==> config.mk <==
export PLATFORM = sky130hd
export DESIGN_NAME = mic_tone_detector
export DESIGN_NICKNAME = d
export VERILOG_FILES = /design/src/rtl/audio_pkg.sv /design/src/rtl/schmitt_period_meter.sv /design/src/rtl/mic_tone_detector.sv
export SDC_FILE = /design/constraint.sdc
export NUM_CORES = 1
export LEC_CHECK = 0
export ABC_CLOCK_PERIOD_IN_PS = 5930
export BUFFER_PORTS_ARGS = -buffer_cell sky130_fd_sc_hd__buf_2
export CORE_MARGIN = 3
export CORE_UTILIZATION = 61
export CTS_CLUSTER_DIAMETER = 40
export DETAILED_ROUTE_END_ITERATION = 16
export HOLD_SLACK_MARGIN = 0.15
export PLACE_DENSITY = 0.92
export SYNTH_ARGS = -nofsm -noshare
export SYNTH_HDL_FRONTEND = slang
export SYNTH_HIERARCHICAL = 1
export SYNTH_SLANG_ARGS = --single-unit
==> constraint.sdc <==
create_clock -name CLOCK_50 -period 5.93 [get_ports CLOCK_50]
set_clock_uncertainty 0.2 [all_clocks]
set_input_delay 0.8895 -clock CLOCK_50 [delete_from_list [all_inputs] [get_ports CLOCK_50]]
set_output_delay 0.8895 -clock CLOCK_50 [all_outputs]
set_load 0.01 [all_outputs]
==> src/rtl/audio_pkg.sv <==
// Shared definitions for the audio-in side of Audio_Controller.
// - pop_state_e : states of the sample-pop handshake FSM
// - SAMPLE_W    : width of one signed two's-complement audio sample
// - SAMPLE_RATE_HZ, THRESH_DEFAULT : sample rate and default Schmitt threshold
// - abs_sat()   : magnitude of a signed sample, with -2^31 clamped to 2^31-1
package audio_pkg;

  localparam int SAMPLE_W       = 32;
  localparam int SAMPLE_RATE_HZ = 48000;

  localparam logic signed [SAMPLE_W-1:0] THRESH_DEFAULT = 32'sd20000000;

  typedef enum logic [1:0] {
    ST_IDLE = 2'd0,
    ST_POP  = 2'd1,
    ST_PROC = 2'd2
  } pop_state_e;

  // The most negative sample has no positive counterpart in SAMPLE_W bits,
  // so it is clamped to the largest positive value.
  function automatic logic [SAMPLE_W-1:0] abs_sat(input logic signed [SAMPLE_W-1:0] s);
    logic [SAMPLE_W-1:0] r;
    if (s == {1'b1, {(SAMPLE_W-1){1'b0}}}) begin
      r = {1'b0, {(SAMPLE_W-1){1'b1}}};
    end else if (s[SAMPLE_W-1]) begin
      r = SAMPLE_W'(-s);
    end else begin
      r = SAMPLE_W'(s);
    end
    return r;
  endfunction

endpackage

==> src/rtl/schmitt_period_meter.sv <==
// Hysteresis zero-crossing detector and tone-period matcher.
// Ports:
//   clk, reset    : clock, synchronous active-high reset
//   proc_en       : high for one cycle when 'sample' holds a new sample to process
//   sample        : signed sample being processed
//   crossing      : high during proc_en when the sample makes a rising Schmitt crossing
//   tone_valid    : registered; MATCH_N consecutive matching periods seen
//   tone_period   : last accepted period, loaded when the match count reaches MATCH_N
module schmitt_period_meter
  import audio_pkg::*;
#(
  parameter logic signed [SAMPLE_W-1:0] THRESH = THRESH_DEFAULT,
  parameter int MIN_PERIOD = 8,
  parameter int MAX_PERIOD = 2048,
  parameter int TOL        = 2,
  parameter int MATCH_N    = 4
) (
  input  logic                       clk,
  input  logic                       reset,
  input  logic                       proc_en,
  input  logic signed [SAMPLE_W-1:0] sample,
  output logic                       crossing,
  output logic                       tone_valid,
  output logic [15:0]                tone_period
);

  localparam int MW = $clog2(MATCH_N + 1);
  localparam logic [15:0]   CNT_SAT   = 16'(MAX_PERIOD + 1);
  localparam logic [15:0]   P_MIN     = 16'(MIN_PERIOD);
  localparam logic [15:0]   P_MAX     = 16'(MAX_PERIOD);
  localparam logic [15:0]   P_TOL     = 16'(TOL);
  localparam logic [MW-1:0] MATCH_MAX = MW'(MATCH_N);

  logic          pol_q, pol_d;
  logic [15:0]   cnt_q, cnt_d;
  logic [15:0]   last_q, last_d;
  logic [MW-1:0] match_q, match_d;
  logic          valid_q, valid_d;
  logic [15:0]   period_q, period_d;

  logic          rise;
  logic          in_range;
  logic [15:0]   diff;

  always_comb begin
    pol_d    = pol_q;
    cnt_d    = cnt_q;
    last_d   = last_q;
    match_d  = match_q;
    valid_d  = valid_q;
    period_d = period_q;
    in_range = 1'b0;
    diff     = 16'd0;
    rise     = proc_en && !pol_q && (sample > THRESH);

    if (proc_en) begin
      cnt_d = (cnt_q >= CNT_SAT) ? CNT_SAT : cnt_q + 16'd1;

      if (!pol_q && (sample > THRESH)) begin
        pol_d = 1'b1;
      end else if (pol_q && (sample < -THRESH)) begin
        pol_d = 1'b0;
      end

      // Saturated count means no crossing for longer than MAX_PERIOD: silence.
      if (cnt_q >= CNT_SAT) begin
        match_d = '0;
      end

      if (rise) begin
        // cnt_q is the number of samples since the previous crossing.
        in_range = (cnt_q >= P_MIN) && (cnt_q <= P_MAX);
        diff     = (cnt_q >= last_q) ? (cnt_q - last_q) : (last_q - cnt_q);
        if (in_range && (diff <= P_TOL)) begin
          match_d = (match_q == MATCH_MAX) ? MATCH_MAX : match_q + MW'(1);
        end else if (in_range) begin
          match_d = MW'(1);
        end else begin
          match_d = '0;
        end
        last_d = cnt_q;
        cnt_d  = 16'd1;
        if (match_d == MATCH_MAX) begin
          period_d = cnt_q;
        end
      end

      valid_d = (match_d == MATCH_MAX);
    end
  end

  always_ff @(posedge clk) begin
    if (reset) begin
      pol_q    <= 1'b0;
      cnt_q    <= 16'd0;
      last_q   <= 16'd0;
      match_q  <= '0;
      valid_q  <= 1'b0;
      period_q <= 16'd0;
    end else begin
      pol_q    <= pol_d;
      cnt_q    <= cnt_d;
      last_q   <= last_d;
      match_q  <= match_d;
      valid_q  <= valid_d;
      period_q <= period_d;
    end
  end

  assign crossing    = rise;
  assign tone_valid  = valid_q;
  assign tone_period = period_q;

endmodule

==> src/rtl/mic_tone_detector.sv <==
// Microphone tone detector: pops left-channel samples from the audio-in FIFO,
// measures tone period with a Schmitt zero-crossing meter and tracks the
// windowed peak amplitude.
// Ports:
//   CLOCK_50, reset            : clock, synchronous active-high reset
//   enable                     : low = no new pops, detector state holds
//   audio_in_available         : FIFO holds at least one sample
//   left_channel_audio_in      : signed sample at the FIFO head
//   read_audio_in              : one-cycle pop strobe
//   crossing                   : one-cycle pulse on each rising Schmitt crossing
//   tone_valid, tone_period    : stable-tone flag and last accepted period
//   peak_level, level_strobe   : max |sample| of last full window, update pulse
// Handshake: a sample is taken when audio_in_available is high in IDLE; the
// value at the FIFO head is captured in that cycle and read_audio_in pulses in
// the following cycle to pop it. Pops are therefore at least 3 cycles apart.
module mic_tone_detector
  import audio_pkg::*;
#(
  parameter logic signed [SAMPLE_W-1:0] THRESH = THRESH_DEFAULT,
  parameter int MIN_PERIOD = 8,
  parameter int MAX_PERIOD = 2048,
  parameter int TOL        = 2,
  parameter int MATCH_N    = 4,
  parameter int WINDOW     = 4800
) (
  input  logic                CLOCK_50,
  input  logic                reset,
  input  logic                enable,
  input  logic                audio_in_available,
  input  logic [SAMPLE_W-1:0] left_channel_audio_in,
  output logic                read_audio_in,
  output logic                crossing,
  output logic                tone_valid,
  output logic [15:0]         tone_period,
  output logic [SAMPLE_W-1:0] peak_level,
  output logic                level_strobe
);

  localparam int WW = $clog2(WINDOW + 1);
  localparam logic [WW-1:0] W_END = WW'(WINDOW);

  pop_state_e                 state_q, state_d;
  logic signed [SAMPLE_W-1:0] sample_q, sample_d;
  logic                       read_q, read_d;
  logic [SAMPLE_W-1:0]        run_peak_q, run_peak_d;
  logic [SAMPLE_W-1:0]        peak_q, peak_d;
  logic                       strobe_q, strobe_d;
  logic [WW-1:0]              wcnt_q, wcnt_d;

  logic [SAMPLE_W-1:0]        abs_v;
  logic [SAMPLE_W-1:0]        peak_max;
  logic [WW-1:0]              wcnt_next;
  logic                       proc_en;

  always_comb begin
    state_d    = state_q;
    sample_d   = sample_q;
    read_d     = 1'b0;
    run_peak_d = run_peak_q;
    peak_d     = peak_q;
    strobe_d   = 1'b0;
    wcnt_d     = wcnt_q;
    abs_v      = abs_sat(sample_q);
    peak_max   = (abs_v > run_peak_q) ? abs_v : run_peak_q;
    wcnt_next  = wcnt_q + WW'(1);

    case (state_q)
      ST_IDLE: begin
        if (enable && audio_in_available) begin
          sample_d = $signed(left_channel_audio_in);
          read_d   = 1'b1;
          state_d  = ST_POP;
        end
      end
      ST_POP: begin
        state_d = ST_PROC;
      end
      ST_PROC: begin
        state_d = ST_IDLE;
        // The sample ending the window still counts toward that window's peak.
        if (wcnt_next == W_END) begin
          peak_d     = peak_max;
          run_peak_d = '0;
          wcnt_d     = '0;
          strobe_d   = 1'b1;
        end else begin
          run_peak_d = peak_max;
          wcnt_d     = wcnt_next;
        end
      end
      default: begin
        state_d = ST_IDLE;
      end
    endcase
  end

  always_ff @(posedge CLOCK_50) begin
    if (reset) begin
      state_q    <= ST_IDLE;
      sample_q   <= '0;
      read_q     <= 1'b0;
      run_peak_q <= '0;
      peak_q     <= '0;
      strobe_q   <= 1'b0;
      wcnt_q     <= '0;
    end else begin
      state_q    <= state_d;
      sample_q   <= sample_d;
      read_q     <= read_d;
      run_peak_q <= run_peak_d;
      peak_q     <= peak_d;
      strobe_q   <= strobe_d;
      wcnt_q     <= wcnt_d;
    end
  end

  assign proc_en = (state_q == ST_PROC);

  schmitt_period_meter #(
    .THRESH     (THRESH),
    .MIN_PERIOD (MIN_PERIOD),
    .MAX_PERIOD (MAX_PERIOD),
    .TOL        (TOL),
    .MATCH_N    (MATCH_N)
  ) u_meter (
    .clk         (CLOCK_50),
    .reset       (reset),
    .proc_en     (proc_en),
    .sample      (sample_q),
    .crossing    (crossing),
    .tone_valid  (tone_valid),
    .tone_period (tone_period)
  );

  // Reset overrides a pending pop even in the cycle it is asserted, so the
  // FIFO never loses a sample to a sequence that reset abandons.
  assign read_audio_in = read_q && !reset;
  assign peak_level    = peak_q;
  assign level_strobe  = strobe_q;

endmodule

Word-level counts from Yosys, hierarchy flattened
Cells that the tools add are included.

Bits in registers: 166. Output and inout bits: 52. Input port bits: 36. Word-level logic and storage cells: 78.

$lt $le $gt $ge: 8. Bitwise logic cells: 2. Equality and inequality tests: 8. Reductions and logical operators: 19. $add $sub $neg: 6. Multiplexer cells: 22.

Operator list (count): 2-to-1 mux 32 bit (4); 2-to-1 mux 16 bit (3); == test 32 bit (second input constant) (1); greater-than comparator 32 x 26 -> 1 bit (second input constant) (1); greater-than comparator 32 bit (1); < comparator 32 x 26 -> 1 bit (second input constant) (1); negator 32 bit (1); subtractor 16 bit (2); 2-to-1 mux 3 bit (7); adder 16 x 1 -> 16 bit (second input constant) (1); greater-or-equal comparator 16 x 12 -> 1 bit (second input constant) (1); greater-or-equal comparator 16 bit (1); greater-or-equal comparator 16 x 4 -> 1 bit (second input constant) (1); less-or-equal comparator 16 x 12 -> 1 bit (second input constant) (1); less-or-equal comparator 16 x 2 -> 1 bit (second input constant) (1); adder 13 x 1 -> 13 bit (second input constant) (1); == test 13 bit (second input constant) (1); 2-to-1 mux 13 bit (1); == test 3 bit (second input constant) (3); logical AND 1 bit (8); AND reduction 2 bit (4); 2-to-1 mux 1 bit (5); case mux 2 bit (2 select lines) (1); OR reduction 2 bit (2); other kinds (10) (12).

Longest topological paths before layout
Depth after elaboration: 10. Gate-level depth with buffers: 19.

Hierarchy
The synthesis kept the hierarchy.

By module, submodules not included: mic_tone_detector (area each 6129.6 um^2, instances 1, cells each 745); schmitt_period_meter (area each 4265.3 um^2, instances 1, cells each 564).

Least setup slack after synthesis
No wires, ideal clock.

Path kind: reg-to-reg. Start: reg sample_q[23]. End: reg peak_q[15] (netlist: peak_level[15]). Setup slack: 1278 ps. Required time: 5643 ps. Arrival: 4364 ps. Stages on the path, launching flop included: 17. Clock period less this slack: 4652 ps. Buffers on the path: 3. Path through: dfxtp_1 > or3_1 > or4_1 > or4b_1 > or2_1 > buf_2 > nand2_1 > ha_1 > a21oi_1 > nand2_1 > a221o_1 > o31a_1 > o21ai_1 > clkbuf_1 > clkbuf_1 > a41oi_1 > o31ai_1.

Word-level cells in the longest chain between the ends: 5.

RTL lines: start, declared (RTL line mic_tone_detector.sv:43) `logic signed [SAMPLE_W-1:0] sample_q, sample_d;`; start signal, assigned (RTL line mic_tone_detector.sv:108) `sample_q <= sample_d;`; negator 32 bit (RTL line audio_pkg.sv:26) `r = SAMPLE_W'(-s);`; 2-to-1 mux 32 bit (RTL line audio_pkg.sv:25) `end else if (s[SAMPLE_W-1]) begin`; 2-to-1 mux 32 bit (*) (RTL line audio_pkg.sv:23) `if (s == {1'b1, {(SAMPLE_W-1){1'b0}}}) begin`; greater-than comparator 32 bit (RTL line mic_tone_detector.sv:64) `peak_max = (abs_v > run_peak_q) ? abs_v : run_peak_q;`; 2-to-1 mux 32 bit (*) (RTL line mic_tone_detector.sv:64); end signal, assigned (RTL line mic_tone_detector.sv:111) `peak_q <= peak_d;`; end, declared (RTL line mic_tone_detector.sv:46) `logic [SAMPLE_W-1:0] peak_q, peak_d;`.

Every way passes the cells marked *; elsewhere a longest branch is shown, timed or not. A chain may end at the register's enable or synchronous reset.

Worst setup path in the final report
Start: reg sample_q[2]. End: reg peak_q[5] (netlist: peak_level[5]).

The elaborated chain is that of the path after synthesis.

==> impl_results.md <==
- Die Area: approximately 0.019 mm²
- Max-slew headroom: 20.36%
- Critical Path Max Stage Delay: 0.68 ns
- Sequential area share after synthesis: 31.97%
- Vias: 9946
- GRT Overall Usage: 29.20%
- Inserted Clock Buffers: 17
- Post-synth EDFFs: 0
- R2R Setup Slk: between 0.4 and 0.5 ns
- Initial drt markers: 1122
- Total Neg Setup Slack: 0 ns
- RSZ-0062 raised after global routing: false
- Wirelength per Cell: 17.15 µm
- Ports: slightly below 90
- Worst setup SP type: flip-flop
- Outcome: completed
- Worst-path clk slew: 0.07 ns
- Worst EP required: 6.01 ns
- Fmax: 0.1836 GHz
- Clock Path Buffers: 2
- P_leak: ~4.7 nW
- PortBufs: 87
- Area after DPL: 0.01090 mm²
- Fraction of layout cells with a size suffix above 1: 11.96%
- CP endpoint kind: flip-flop
- HP Class: flip-flop to flip-flop
- Core footprint: between 0.015 and 0.02 mm²
- Setup Buffers After CTS: 0
- Core Rows: 47
- Initial Utilization: 62.46%
- Largest net degree at the start of global routing: ~70
- Depth of the CTS H-tree: 4
- Yosys cell types: 90
- Final instance area: 0.01147 mm²
- Ys async rst share: 0%
- Tightest Pin Transition: 1.195 ns
- Fin. Hold Viols: 0
- Mapped Nets: 1418
- Max-cap violation count: 0
- Residual DRC: 0
- Most used cell along the critical path: o21ai_0
- HPWL Detailed: 18970 µm
- DR vias/cell: about 6.3
- Arrival @ worst endpoint: 5.52 ns
- Detailed-route wire length: 27160 µm
- Tmin final: 5.445 ns
- Cell Area, Synth: 0.01039 mm²
- CTS root buffer: clkbuf_16
- Mean Syn Cell Area: 7.941 µm²
- Fill cell count: 1268
- Crit-path max FO: 37
- Worst path slowest cell: nor4_1
- Power Density: approximately 230 mW/mm²
- Antenna violations before repair: 0
- Final Cycle Share: 91.83%
- Die Ht: 136.5 µm
- Global placer's final weighted congestion: 0.9358
- Synth warnings: 6
- Clk sink count: 166
- Grt ovf: 0
- First-pass GRT wire length: approximately 45000 µm
- Crit-path cells: nor4_1 > nand4_1 > or3_1 > or2_1 > nand2_1 > ha_1 > a21oi_1 > o21ai_0 > a221o_1 > o31a_1 > o21ai_4 > buf_12 > mux2i_1 > o21ai_0
- Post-CTS Hold Buffers: 0
- Area Growth Syn to Fin: 10.30%
- Final Slew Violations: 0
- Worst vdd ir: 0.2395 mV
- Nets: 1459
- Vias in the first global route: 9234
- Diode count: 0
- Syn Inst Count: 1309
- Final Util: 68.90%
- Setup Viol. Count Final: 0
- Remaining antenna violation count: 0
- PostCTS Resize Cnt: 0
- Post-synth top flop: dfxtp_1
- Drt first pass iters: 6
- Die X: 136.5 µm
- TritonCTS clock tree: built
- Insertion delay to the later sink of the worst-skew pair: 0.44 ns
- CP Class: flip-flop to flip-flop
- Synth Register Bits: between 150 and 200
[synthesized netlist by cell type (14+ instances only)]
cell | n | area [µm²]
a21oi_1 | 113 | 565.5
a22o_1 | 32 | 280.3
a41oi_1 | 16 | 140.1
clkbuf_1 | 52 | 195.2
dfxtp_1 | 166 | 3323
ha_1 | 71 | 888.4
inv_1 | 82 | 307.8
mux2i_1 | 32 | 320.3
nand2_1 | 183 | 686.9
nand3_1 | 17 | 85.08
nand4_1 | 29 | 181.4
nor2_1 | 102 | 382.9
nor3_1 | 26 | 130.1
nor3b_1 | 20 | 150.1
o21ai_0 | 61 | 305.3
o31ai_1 | 25 | 187.7
o41ai_1 | 14 | 122.6
xor2_1 | 36 | 315.3
[state kept, by name, summed over array words and instances (netlist names)]
register	cells
wcnt_q	13
state_q	2
u_meter/match_q	3
u_meter/cnt_q	16
u_meter/tone_period	16
u_meter/pol_q	1
read_q	1
level_strobe	1
u_meter/tone_valid	1
u_meter/last_q	16
run_peak_q	32
sample_q	32
peak_level	32
[metal layers]
metal / share of wire (%) / track usage [%] / up-vias
li1: - / - / 4801
met1: 45 / 39.97 / 4621
met2: 46 / 45.95 / 461
met3: 7.2 / 5.331 / 63
met4: 2.3 / 11.09 / 0
met5: 0 / 0 / -
[layout by cell type, fill, tap and decap left out, drive strengths merged, types with 9 or more instances in the layout]
master,netlist,routed
nand3,19,19
a21o,13,13
a21oi,114,114
nand2,183,183
ha,71,71
a22o,32,32
o41ai,15,15
o211ai,9,9
a31oi,12,12
mux2i,32,32
o21ai,63,63
or3,14,14
buf,24,100
and2,10,10
or4,10,10
a41oi,16,16
clkbuf,54,18
nor2,104,104
nor3b,20,20
inv,82,93
nand4,29,29
xor2,36,36
dfxtp,166,166
o31ai,25,25
and3,14,14
nor4,14,14
xnor2,11,11
nor3,26,26
[final timing paths]
check | to | depth (start not counted) | start
worst max-delay path | peak_level[5] | 14 | sample_q[2]
worst min-delay path | peak_level[13] | 2 | peak_level[13]
worst max register to register | peak_level[5] | 14 | sample_q[2]
worst min register to register | peak_level[13] | 2 | peak_level[13]
[worst max-delay path: cells and delay by family (launching register included)]
family / cells / cell delay (ns)
simple gates: 5 / 2.44
compound gates: 6 / 1.48
flops: 1 / 0.37
fa+ha+maj: 1 / 0.29
buf+inv: 1 / 0.29
mux: 1 / 0.22
[layout make-up]
type,count,area [µm²],area share [%]
Clock buffer,18,439.2,3.830
Clock inverter,14,127.6,1.113
Inverter,83,311.5,2.717
Multi-Input combinational cell,982,6441,56.18
Sequential cell,166,3323,28.98
Tap cell,220,275.3,2.401
Timing Repair Buffer,100,548.0,4.780
[cells by family after synthesis]
family | synth area share, %
compound gates | 22.85
buf+inv | 6.271
fa+ha+maj | 8.931
simple gates | 22.73
xor+xnor | 3.960
flops | 31.97
mux | 3.298
[report_power, final]
group,internal [mW],leakage [nW],total (mW),switching [mW]
Sequential,1.13,1.34,1.15,0.0233
Clock,0.568,0.281,1.08,0.510
Combinational,0.139,3.10,0.389,0.250
Total,1.84,4.72,2.62,0.783
[through the flow]
stage / cells / total power [mW] / hold slack (ns) / worst slack [ns]
floorplan: 1309 / 1.447 / 0.2226 / 1.278
global placement: 1551 / 1.541 / 0.2317 / 0.9232
detailed placement: 1551 / 1.554 / 0.2391 / 0.6893
CTS: 1583 / 2.619 / 0.2561 / 0.6572
global route: 1583 / 2.709 / 0.2862 / 0.1841
finish: 1583 / 2.619 / 0.2516 / 0.4846
No activity file was read; power rests on OpenSTA's default activity.
